--- src/rtl/count_seq_mon_pkg.sv ---
// ============================================================================
// Module   : count_seq_mon_pkg
// Purpose  : Shared types and helpers for the sequence-counter monitor.
//            Holds the monitor FSM state encoding, the counter value
//            constants and the expected-next-count function.
// Revision : 1.0 - initial release
// ============================================================================
`default_nettype none

package count_seq_mon_pkg;

    // Monitor FSM states. The encoding is visible on mon_state.
    typedef enum logic [1:0] {
        ST_IDLE   = 2'b00,
        ST_ARM    = 2'b01,
        ST_RUN    = 2'b10,
        ST_RESYNC = 2'b11
    } mon_state_t;

    // Count values produced by the observed counter
    localparam logic [1:0] C0 = 2'd0;
    localparam logic [1:0] C1 = 2'd1;
    localparam logic [1:0] C2 = 2'd2;
    localparam logic [1:0] C3 = 2'd3;

    // Count value the upstream counter must produce after (cnt, in_bit).
    // Only state 2 looks at the qualifier.
    function automatic logic [1:0] exp_next(input logic [1:0] cnt, input logic in_bit);
        logic [1:0] nxt;
        case (cnt)
            C0:      nxt = C1;
            C1:      nxt = C2;
            C2:      nxt = in_bit ? C3 : C0;
            default: nxt = C0;
        endcase
        return nxt;
    endfunction

endpackage

`default_nettype wire

--- src/rtl/count_seq_mon_satcnt.sv ---
// ============================================================================
// Module   : count_seq_mon_satcnt
// Purpose  : Event counter with synchronous clear. Saturates at all-ones
//            when SATURATE=1, otherwise wraps to zero.
// Ports    : clk  - clock
//            rstn - synchronous active-low reset
//            inc  - count one event this cycle
//            clr  - synchronous clear, beats inc
//            cnt  - current count
// Revision : 1.0 - initial release
// ============================================================================
`default_nettype none

module count_seq_mon_satcnt #(
    parameter int WIDTH    = 8,
    parameter bit SATURATE = 1'b1
) (
    input  logic             clk,
    input  logic             rstn,
    input  logic             inc,
    input  logic             clr,
    output logic [WIDTH-1:0] cnt
);

    logic [WIDTH-1:0] r_cnt;

    always_ff @(posedge clk) begin
        if (!rstn) begin
            r_cnt <= '0;
        end else if (clr) begin
            r_cnt <= '0;
        end else if (inc) begin
            if (SATURATE && (&r_cnt)) begin
                r_cnt <= r_cnt;
            end else begin
                r_cnt <= r_cnt + WIDTH'(1);
            end
        end
    end

    assign cnt = r_cnt;

endmodule

`default_nettype wire

--- src/rtl/count_seq_monitor.sv ---
// ============================================================================
// Module   : count_seq_monitor
// Purpose  : Checker for a 2-bit sequence counter (0->1->2->{3 if in,0},
//            3->0). Flags illegal transitions, counts short (2->0) and long
//            (3->0) completed sequences and keeps a saturating error tally.
// Ports    : clk, rstn (sync, active-low), en, clr, count[1:0], in
//            seq_err, err_sticky, err_cnt[ERR_W], short_cnt[SEQ_W],
//            long_cnt[SEQ_W], mon_state[1:0]
//            err_info[4:0] = {in_q, cnt_q, count} of the first error since
//            reset/clr, present only when COUNT_SEQ_MON_CAPTURE_EN is defined.
// Revision : 1.0 - initial release
// ============================================================================
`default_nettype none

module count_seq_monitor
    import count_seq_mon_pkg::*;
#(
    parameter int ERR_W = 8,
    parameter int SEQ_W = 16
) (
    input  logic             clk,
    input  logic             rstn,
    input  logic             en,
    input  logic             clr,
    input  logic [1:0]       count,
    input  logic             in,
    output logic             seq_err,
    output logic             err_sticky,
    output logic [ERR_W-1:0] err_cnt,
    output logic [SEQ_W-1:0] short_cnt,
    output logic [SEQ_W-1:0] long_cnt,
    output logic [1:0]       mon_state
`ifdef COUNT_SEQ_MON_CAPTURE_EN
    ,
    output logic [4:0]       err_info
`endif
);

    mon_state_t r_state;
    mon_state_t w_state_next;
    logic [1:0] r_cnt_q;
    logic       r_in_q;
    logic       r_seq_err;
    logic       r_sticky;

    logic [1:0] w_exp;
    logic       w_check;
    logic       w_err;
    logic       w_short;
    logic       w_long;

    // Previous sample, captured in every state so ARM/RESYNC leave a valid
    // reference for the first check in RUN.
    always_ff @(posedge clk) begin
        if (!rstn) begin
            r_cnt_q <= C0;
            r_in_q  <= 1'b0;
        end else begin
            r_cnt_q <= count;
            r_in_q  <= in;
        end
    end

    assign w_exp   = exp_next(r_cnt_q, r_in_q);
    assign w_check = (r_state == ST_RUN);
    assign w_err   = w_check && (count != w_exp);
    // A legal return to 0 closes a sequence; its length is given by cnt_q.
    assign w_short = w_check && !w_err && (r_cnt_q == C2) && (count == C0);
    assign w_long  = w_check && !w_err && (r_cnt_q == C3) && (count == C0);

    always_ff @(posedge clk) begin
        if (!rstn) begin
            r_state <= ST_IDLE;
        end else begin
            r_state <= w_state_next;
        end
    end

    // Dropping en returns to IDLE from every state; in RUN the check of the
    // current sample still completes.
    always_comb begin
        w_state_next = r_state;
        case (r_state)
            ST_IDLE: begin
                if (en) w_state_next = ST_ARM;
            end
            ST_ARM: begin
                w_state_next = en ? ST_RUN : ST_IDLE;
            end
            ST_RUN: begin
                if (!en)       w_state_next = ST_IDLE;
                else if (w_err) w_state_next = ST_RESYNC;
            end
            default: begin
                if (!en)              w_state_next = ST_IDLE;
                else if (count == C0) w_state_next = ST_RUN;
            end
        endcase
    end

    // The error pulse fires even when clr drops the event from the counters.
    always_ff @(posedge clk) begin
        if (!rstn) begin
            r_seq_err <= 1'b0;
            r_sticky  <= 1'b0;
        end else begin
            r_seq_err <= w_err;
            if (clr) begin
                r_sticky <= 1'b0;
            end else if (w_err) begin
                r_sticky <= 1'b1;
            end
        end
    end

    count_seq_mon_satcnt #(.WIDTH(ERR_W), .SATURATE(1'b1)) u_err_cnt (
        .clk  (clk),
        .rstn (rstn),
        .inc  (w_err),
        .clr  (clr),
        .cnt  (err_cnt)
    );

    count_seq_mon_satcnt #(.WIDTH(SEQ_W), .SATURATE(1'b0)) u_short_cnt (
        .clk  (clk),
        .rstn (rstn),
        .inc  (w_short),
        .clr  (clr),
        .cnt  (short_cnt)
    );

    count_seq_mon_satcnt #(.WIDTH(SEQ_W), .SATURATE(1'b0)) u_long_cnt (
        .clk  (clk),
        .rstn (rstn),
        .inc  (w_long),
        .clr  (clr),
        .cnt  (long_cnt)
    );

`ifdef COUNT_SEQ_MON_CAPTURE_EN
    logic [4:0] r_err_info;
    logic       r_info_vld;

    // Holds the first error after reset/clr. An error coinciding with clr
    // starts a fresh capture window with that error already recorded.
    always_ff @(posedge clk) begin
        if (!rstn) begin
            r_err_info <= 5'd0;
            r_info_vld <= 1'b0;
        end else if (w_err && (clr || !r_info_vld)) begin
            r_err_info <= {r_in_q, r_cnt_q, count};
            r_info_vld <= 1'b1;
        end else if (clr) begin
            r_err_info <= 5'd0;
            r_info_vld <= 1'b0;
        end
    end

    assign err_info = r_err_info;
`endif

    assign seq_err    = r_seq_err;
    assign err_sticky = r_sticky;
    assign mon_state  = r_state;

endmodule

`default_nettype wire
--- config.mk ---
export PLATFORM = sky130hd
export DESIGN_NAME = count_seq_monitor
export DESIGN_NICKNAME = d
export VERILOG_FILES = /design/src/rtl/count_seq_mon_pkg.sv /design/src/rtl/count_seq_mon_satcnt.sv /design/src/rtl/count_seq_monitor.sv
export SDC_FILE = /design/constraint.sdc
export NUM_CORES = 1
export LEC_CHECK = 0
export ABC_AREA = 1
export CORE_AREA = 2 2 82 84
export DETAILED_ROUTE_END_ITERATION = 7
export DIE_AREA = 0 0 84 86
export GPL_ROUTABILITY_DRIVEN = 0
export PLACE_DENSITY = 0.62
export REMOVE_ABC_BUFFERS = 1
export SLEW_MARGIN = 40
export SYNTH_ARGS = -nofsm -noshare
export SYNTH_HDL_FRONTEND = slang
export SYNTH_HIERARCHICAL = 1
export SYNTH_SLANG_ARGS = --single-unit
export TNS_END_PERCENT = 30
--- constraint.sdc ---
create_clock -name clk -period 1.6 [get_ports clk]
set_input_delay 0.32 -clock clk [delete_from_list [all_inputs] [get_ports clk]]
set_output_delay 0.32 -clock clk [all_outputs]
set_load 0.02 [all_outputs]
After elaboration in Yosys (flattened, before gate mapping):

Cells that the tools add are included.

* flip-flop bits (word level): 47
* bits of input ports: 7
* output and inout port bits: 44
* word-level logic and storage cells: 45

* add/subtract/negate cells: 3
* equal/unequal tests: 9
* mux-type cells: 9
* bitwise logic cells: 2
* reductions and logical operators: 14

Operators by type and width (number)
* $add 16x1->16 const B: 2
* $mux 2: 7
* $pmux 2 s3: 2
* $add 8x1->8 const B: 1
* $reduce_and 8->1: 1
* $eq 2x2->1 const B: 3
* $logic_and 1x1->1: 6
* $logic_not 2->1: 3
* $ne 5x1->1 const B: 1
* $eq 2x1->1 const B: 2
* $ne 3x2->1 const B: 1
* $reduce_and 3->1: 1
* $ne 2x2->1: 1
* $ne 2x2->1 const B: 1
* $not 1->1: 2
* $reduce_and 2->1: 1
* $reduce_or 2->1: 1
* $logic_not 1->1: 1

Logic depth before layout (Yosys ltp):

* depth in word-level cells: 8
* depth in mapped cells: 16
* depth with buffers taken out: 15

Cells and area by module:

Netlist, hierarchy kept.

By module, submodules not included
* count_seq_mon_satcnt (u_long_cnt ...): times used 2, cells each 122, area each 815.8 µm², sequential area each 320.3 µm²
* count_seq_mon_satcnt (u_err_cnt): times used 1, cells each 72, area each 495.5 µm², sequential area each 160.2 µm²
* count_seq_monitor: times used 1, cells each 55, area each 350.3 µm², sequential area each 140.1 µm²

Worst setup path before layout:

No wires, ideal clock.

* path kind: reg2reg
* start point: register r_cnt_q[1]
* end point: register u_short_cnt.r_cnt[13], in the netlist u_short_cnt/cnt[13]
* library setup time: 0.120 ns
* arrival: 1.528 ns
* data required time: 1.480 ns
* slack: -0.048 ns
* cell stages (with the launch flop): 15
* buffers on the path: 1
* period minus slack after synthesis: 1.648 ns
* path through: dfxtp_1 > nand2_1 > nand3_1 > nand2_2 > nor2_2 > nand2_1 > nor3_2 > buf_4 > nand2_1 > inv_1 > nand2_2 > nor2_2 > nand3_1 > nand2_1 > nor2_1

* longest elaborated chain between the ends: 8
* elaborated cells on any way between the ends: 10
* classes of those cells: 3 x eq/ne; 1 x mux; 6 x reduce/logical

RTL lines
* start, declared: line count_seq_monitor.sv:41 `logic [1:0] r_cnt_q;`
* start signal, assigned: line count_seq_monitor.sv:59 `r_cnt_q <= count;`
* $eq 2x2->1 (tied with other cells): line count_seq_mon_pkg.sv:30, count_seq_monitor.sv:68
* $pmux 2 s3: line count_seq_mon_pkg.sv:30 `case (cnt)`
* $ne 2x2->1: line count_seq_monitor.sv:66 `assign w_err = w_check && (count != w_exp);`
* $logic_and 1x1->1: line count_seq_monitor.sv:66
* $logic_not 1->1: line count_seq_monitor.sv:68 `assign w_short = w_check && !w_err && (r_cnt_q == C2) && (count == C0);`
* $logic_and 1x1->1: line count_seq_monitor.sv:68
* $logic_and 1x1->1 * (2 in a row): line count_seq_monitor.sv:68
* via w_short: line count_seq_monitor.sv:49 `logic w_short;`
* end signal, assigned: line count_seq_mon_satcnt.sv:34 `r_cnt <= r_cnt;`
* end signal, assigned: line count_seq_mon_satcnt.sv:36 `r_cnt <= r_cnt + WIDTH'(1);`
* end, declared: line count_seq_mon_satcnt.sv:25 `logic [WIDTH-1:0] r_cnt;`

The timed path passes the listed nets; every way through them passes the cells marked *.
A chain may end at the register's enable or synchronous reset.

Final worst setup path:

* start point: register r_cnt_q[0]
* end point: register u_short_cnt.r_cnt[12], in the netlist u_short_cnt/cnt[12]

The elaborated chain is that of the path after synthesis.

==> results by group <==
Outcome
  – Status: finished with violations
  – Failing checks: setup timing

GRT
  – Largest net degree at the start of global routing: 14
  – Initial antenna violation count: 1
  – Met2 usage: 0.288
  – GRT busiest layer: met2
  – Vias in the first global route: roughly 2300
  – Met1 global-route usage: 0.222
  – Met3 Usage GRT: 0.0385
  – Overall global routing resource usage: 0.171
  – Global-route wire length before repair: 10200 um
  – Overflow after GRT: 0

Cells and area
  – Commonest non-fill, non-tap cell in the layout: nand2_1
  – Commonest non-fill, non-tap cells in the layout: 87 x nand2_1, 50 x inv_1, 46 x nor2_1
  – Post-layout util: 0.585
  – Number of fill cells in the layout: 599
  – Finished layout cell area: approximately 3700 um2
  – Multi-input logic area: 1470 um2
  – Register area: roughly 950 um2
  – # nets final: roughly 480
  – Layout cells sized above 1: 0.253
  – Area growth, synth to finish: 48.2%

Pwr
  – Cell leakage power: about 1.8 nW
  – Clk pwr share: 0.338
  – PD cells: around 560 nW/um2
  – P_int: around 0.0016 W
  – Flop pwr share: 0.577
  – Net Sw Frac: 0.236
  – Peak supply drop: 0.000339 V
  – Psw: 0.000483 W
  – Comb power frac: 0.085

Yosys
  – Number of synthesized register bits: between 40 and 50
  – Post-synth EDFFs: 0
  – Mean Syn Cell Area: roughly 6.7 um2
  – Most used flip-flop cell after synthesis: dfxtp_1
  – Cell Area, Synth: around 2500 um2
  – Synth warn: 6
  – Syn Inst Count: between 300 and 400
  – Post-synthesis async set-or-reset flop share: 0
  – Seq/Total Area, Yosys: 0.380
  – Synth cell types: 24

STA
  – Clk_skew: approximately 0.0045 ns
  – Setup violators final: 31
  – Fmax: between 500 and 600 MHz
  – Post-layout worst setup margin: -0.242 ns
  – Period utilization: 1.15
  – RSZ-0062 raised after global routing: true
  – Final Slew Violations: 0
  – Fin. Hold Viols: 0
  – Relative slew slack: 0.812
  – Slew @ Worst Pin: about 0.28 ns
  – Fin crit period: 1.84 ns

Worst hold path
  – Hold WC Path Type: in2reg
  – Hold wc startpoint: count[1]

Clock network
  – Clock Path Buffers: 2
  – CTS tree: yes
  – CTS buffer count: 5
  – CTS Hold Bufs: 0
  – CTS clk-pin slew, worst paths: roughly 0.08 ns
  – Worst-skew pair later-pin latency: slightly below 0.3 ns
  – Clk sinks: 47
  – Root buffer cell: clkbuf_8
  – H-tree depth: 2

Die
  – Row Count: 29
  – Core box area: about 6300 um2
  – DIE HEIGHT: about 86 um
  – Initial Util: 0.395
  – IO Count: 51
  – Area of the die: 7220 um2
  – Die width: about 84 um

Placement
  – HPWL after DPL: roughly 4300 um
  – Port Buffers: 50
  – Placed cell areas: approximately 3300 um2

Critical path
  – R2r setup slk: -0.24 ns
  – Worst R2R Start: r_cnt_q[0]$_SDFF_PN0_
  – Worst EP required: around 1.8 ns
  – Launch point of the worst path: r_cnt_q[0]$_SDFF_PN0_
  – CP endpoint kind: flop
  – CP arrival: 2.04 ns
  – Type of origin of the critical path: flop
  – Type of the worst setup path: reg2reg
  – Critical path peak fanout: 5

Routing
  – Drt first pass iters: 4
  – Routed WL: slightly below 6000 um
  – Via count: around 2600
  – DRC: 0
  – DRT antenna net count: 0
  – Initial DRC Count: 90
  – Avg WL per Cell: about 11 um
  – DR vias/cell: 4.66

Job
  – Max_cap viols: 0
==> cell families after synthesis <==
logic type / count (synthesis) / share of synthesized area
and+or+nand+nor: 215 / 0.399
buffers and inverters: 61 / 0.0970
DFF: 47 / 0.380
AOI/OAI and AO/OA: 41 / 0.0949
xor gates and xnor gates: 4 / 0.0141
adders and majority gates: 3 / 0.0152
==> Yosys cell counts (3+ instances only) <==
library cell,n,area [um2]
a21oi_1,23,115
buf_4,3,22.5
dfxtp_1,47,941
ha_1,3,37.5
inv_1,57,214
nand2_1,90,338
nand2_2,7,43.8
nand3_1,31,155
nand4_1,6,37.5
nor2_1,56,210
nor2_2,12,75.1
nor2_4,5,56.3
nor3_1,3,15.0
o21ai_0,9,45.0
o21bai_1,5,37.5
xor2_1,4,35.0
==> critical path, cell delays in order (launching register included) <==
cell and delay (ns):
dfxtp_2 0.34, inv_2 0.09, nand2_1 0.07, nand3_2 0.06, nand2_2 0.08, nor2_4 0.14
nand2_4 0.08, nor3_4 0.29, nand3_2 0.15, nor2_4 0.12, nand2_2 0.08, nor2_1 0.09
nand2_1 0.05, nand2_1 0.05, nor2_1 0.03
==> sequential cells by signal, summed over array words and instances, names as in the netlist <==
signal / count
u_err_cnt/cnt: 8
mon_state: 2
seq_err: 1
r_cnt_q: 2
err_sticky: 1
u_short_cnt/cnt: 16
r_in_q: 1
u_long_cnt/cnt: 16
==> final timing paths <==
| kind | cells past startpoint | endpoint |
|---|---|---|
| hold / removal | 3 | r_cnt_q[1]$_SDFF_PN0_ |
| setup reg to reg | 14 | u_short_cnt/cnt[12]$_SDFFE_PP0P_ |
| setup / recovery | 14 | u_short_cnt/cnt[12]$_SDFFE_PP0P_ |
| hold reg to reg | 2 | err_sticky$_SDFFE_PP0P_ |
==> power groups by stage <==
stage | registers (W) | logic, W | clock network (W)
global placement | 0.00121 | 0.000149 | 0
global route | 0.00118 | 0.000191 | 0.000779
detailed placement | 0.00121 | 0.000150 | 0
CTS | 0.00118 | 0.000154 | 0.000731
floorplan | 0.00121 | 0.0000625 | 0
finish | 0.00118 | 0.000174 | 0.000694
==> layer usage <==
layer  share of wire  vias to the layer above
met5               0                        -
met4           0.010                        0
met3           0.037                        5
met2            0.48                       38
met1            0.48                     1154
li1                -                     1358
==> per-stage QoR <==
stage	total power, W	setup WS (ns)	hold slack, ns	std cells	TNS [ns]
2_1_floorplan	0.00128	-0.143	0.413	368	-1.82
3_3_place_gp	0.00136	-0.642	0.436	529	-19.75
3_5_place_dp	0.00136	-0.685	0.435	529	-21.03
4_1_cts	0.00207	-0.177	0.393	542	-2.67
5_1_grt	0.00215	-0.411	0.443	548	-9.73
6_report	0.00205	-0.242	0.400	548	-4.46
==> timing repair <==
| action | CTS | global route |
|---|---|---|
| buffers inserted | 5 | 5 |
| resized for setup | 80 | 31 |
| endpoints found under the setup margin | 73 | 48 |
| endpoints found under the hold margin | 0 | 0 |
| pin swaps | 18 | 13 |
==> area by class of cell <==
| class | count | area share |
|---|---|---|
| Multi-Input combinational cell | 263 | 0.401 |
| Sequential cell | 47 | 0.258 |
| Timing Repair Buffer | 94 | 0.231 |
| Inverter | 58 | 0.0607 |
| Tap cell | 77 | 0.0262 |
| Clock buffer | 7 | 0.0208 |
| Clock inverter | 1 | 0.00136 |
| Antenna cell | 1 | 0.000682 |
No activity file was read; power rests on OpenSTA's default activity.
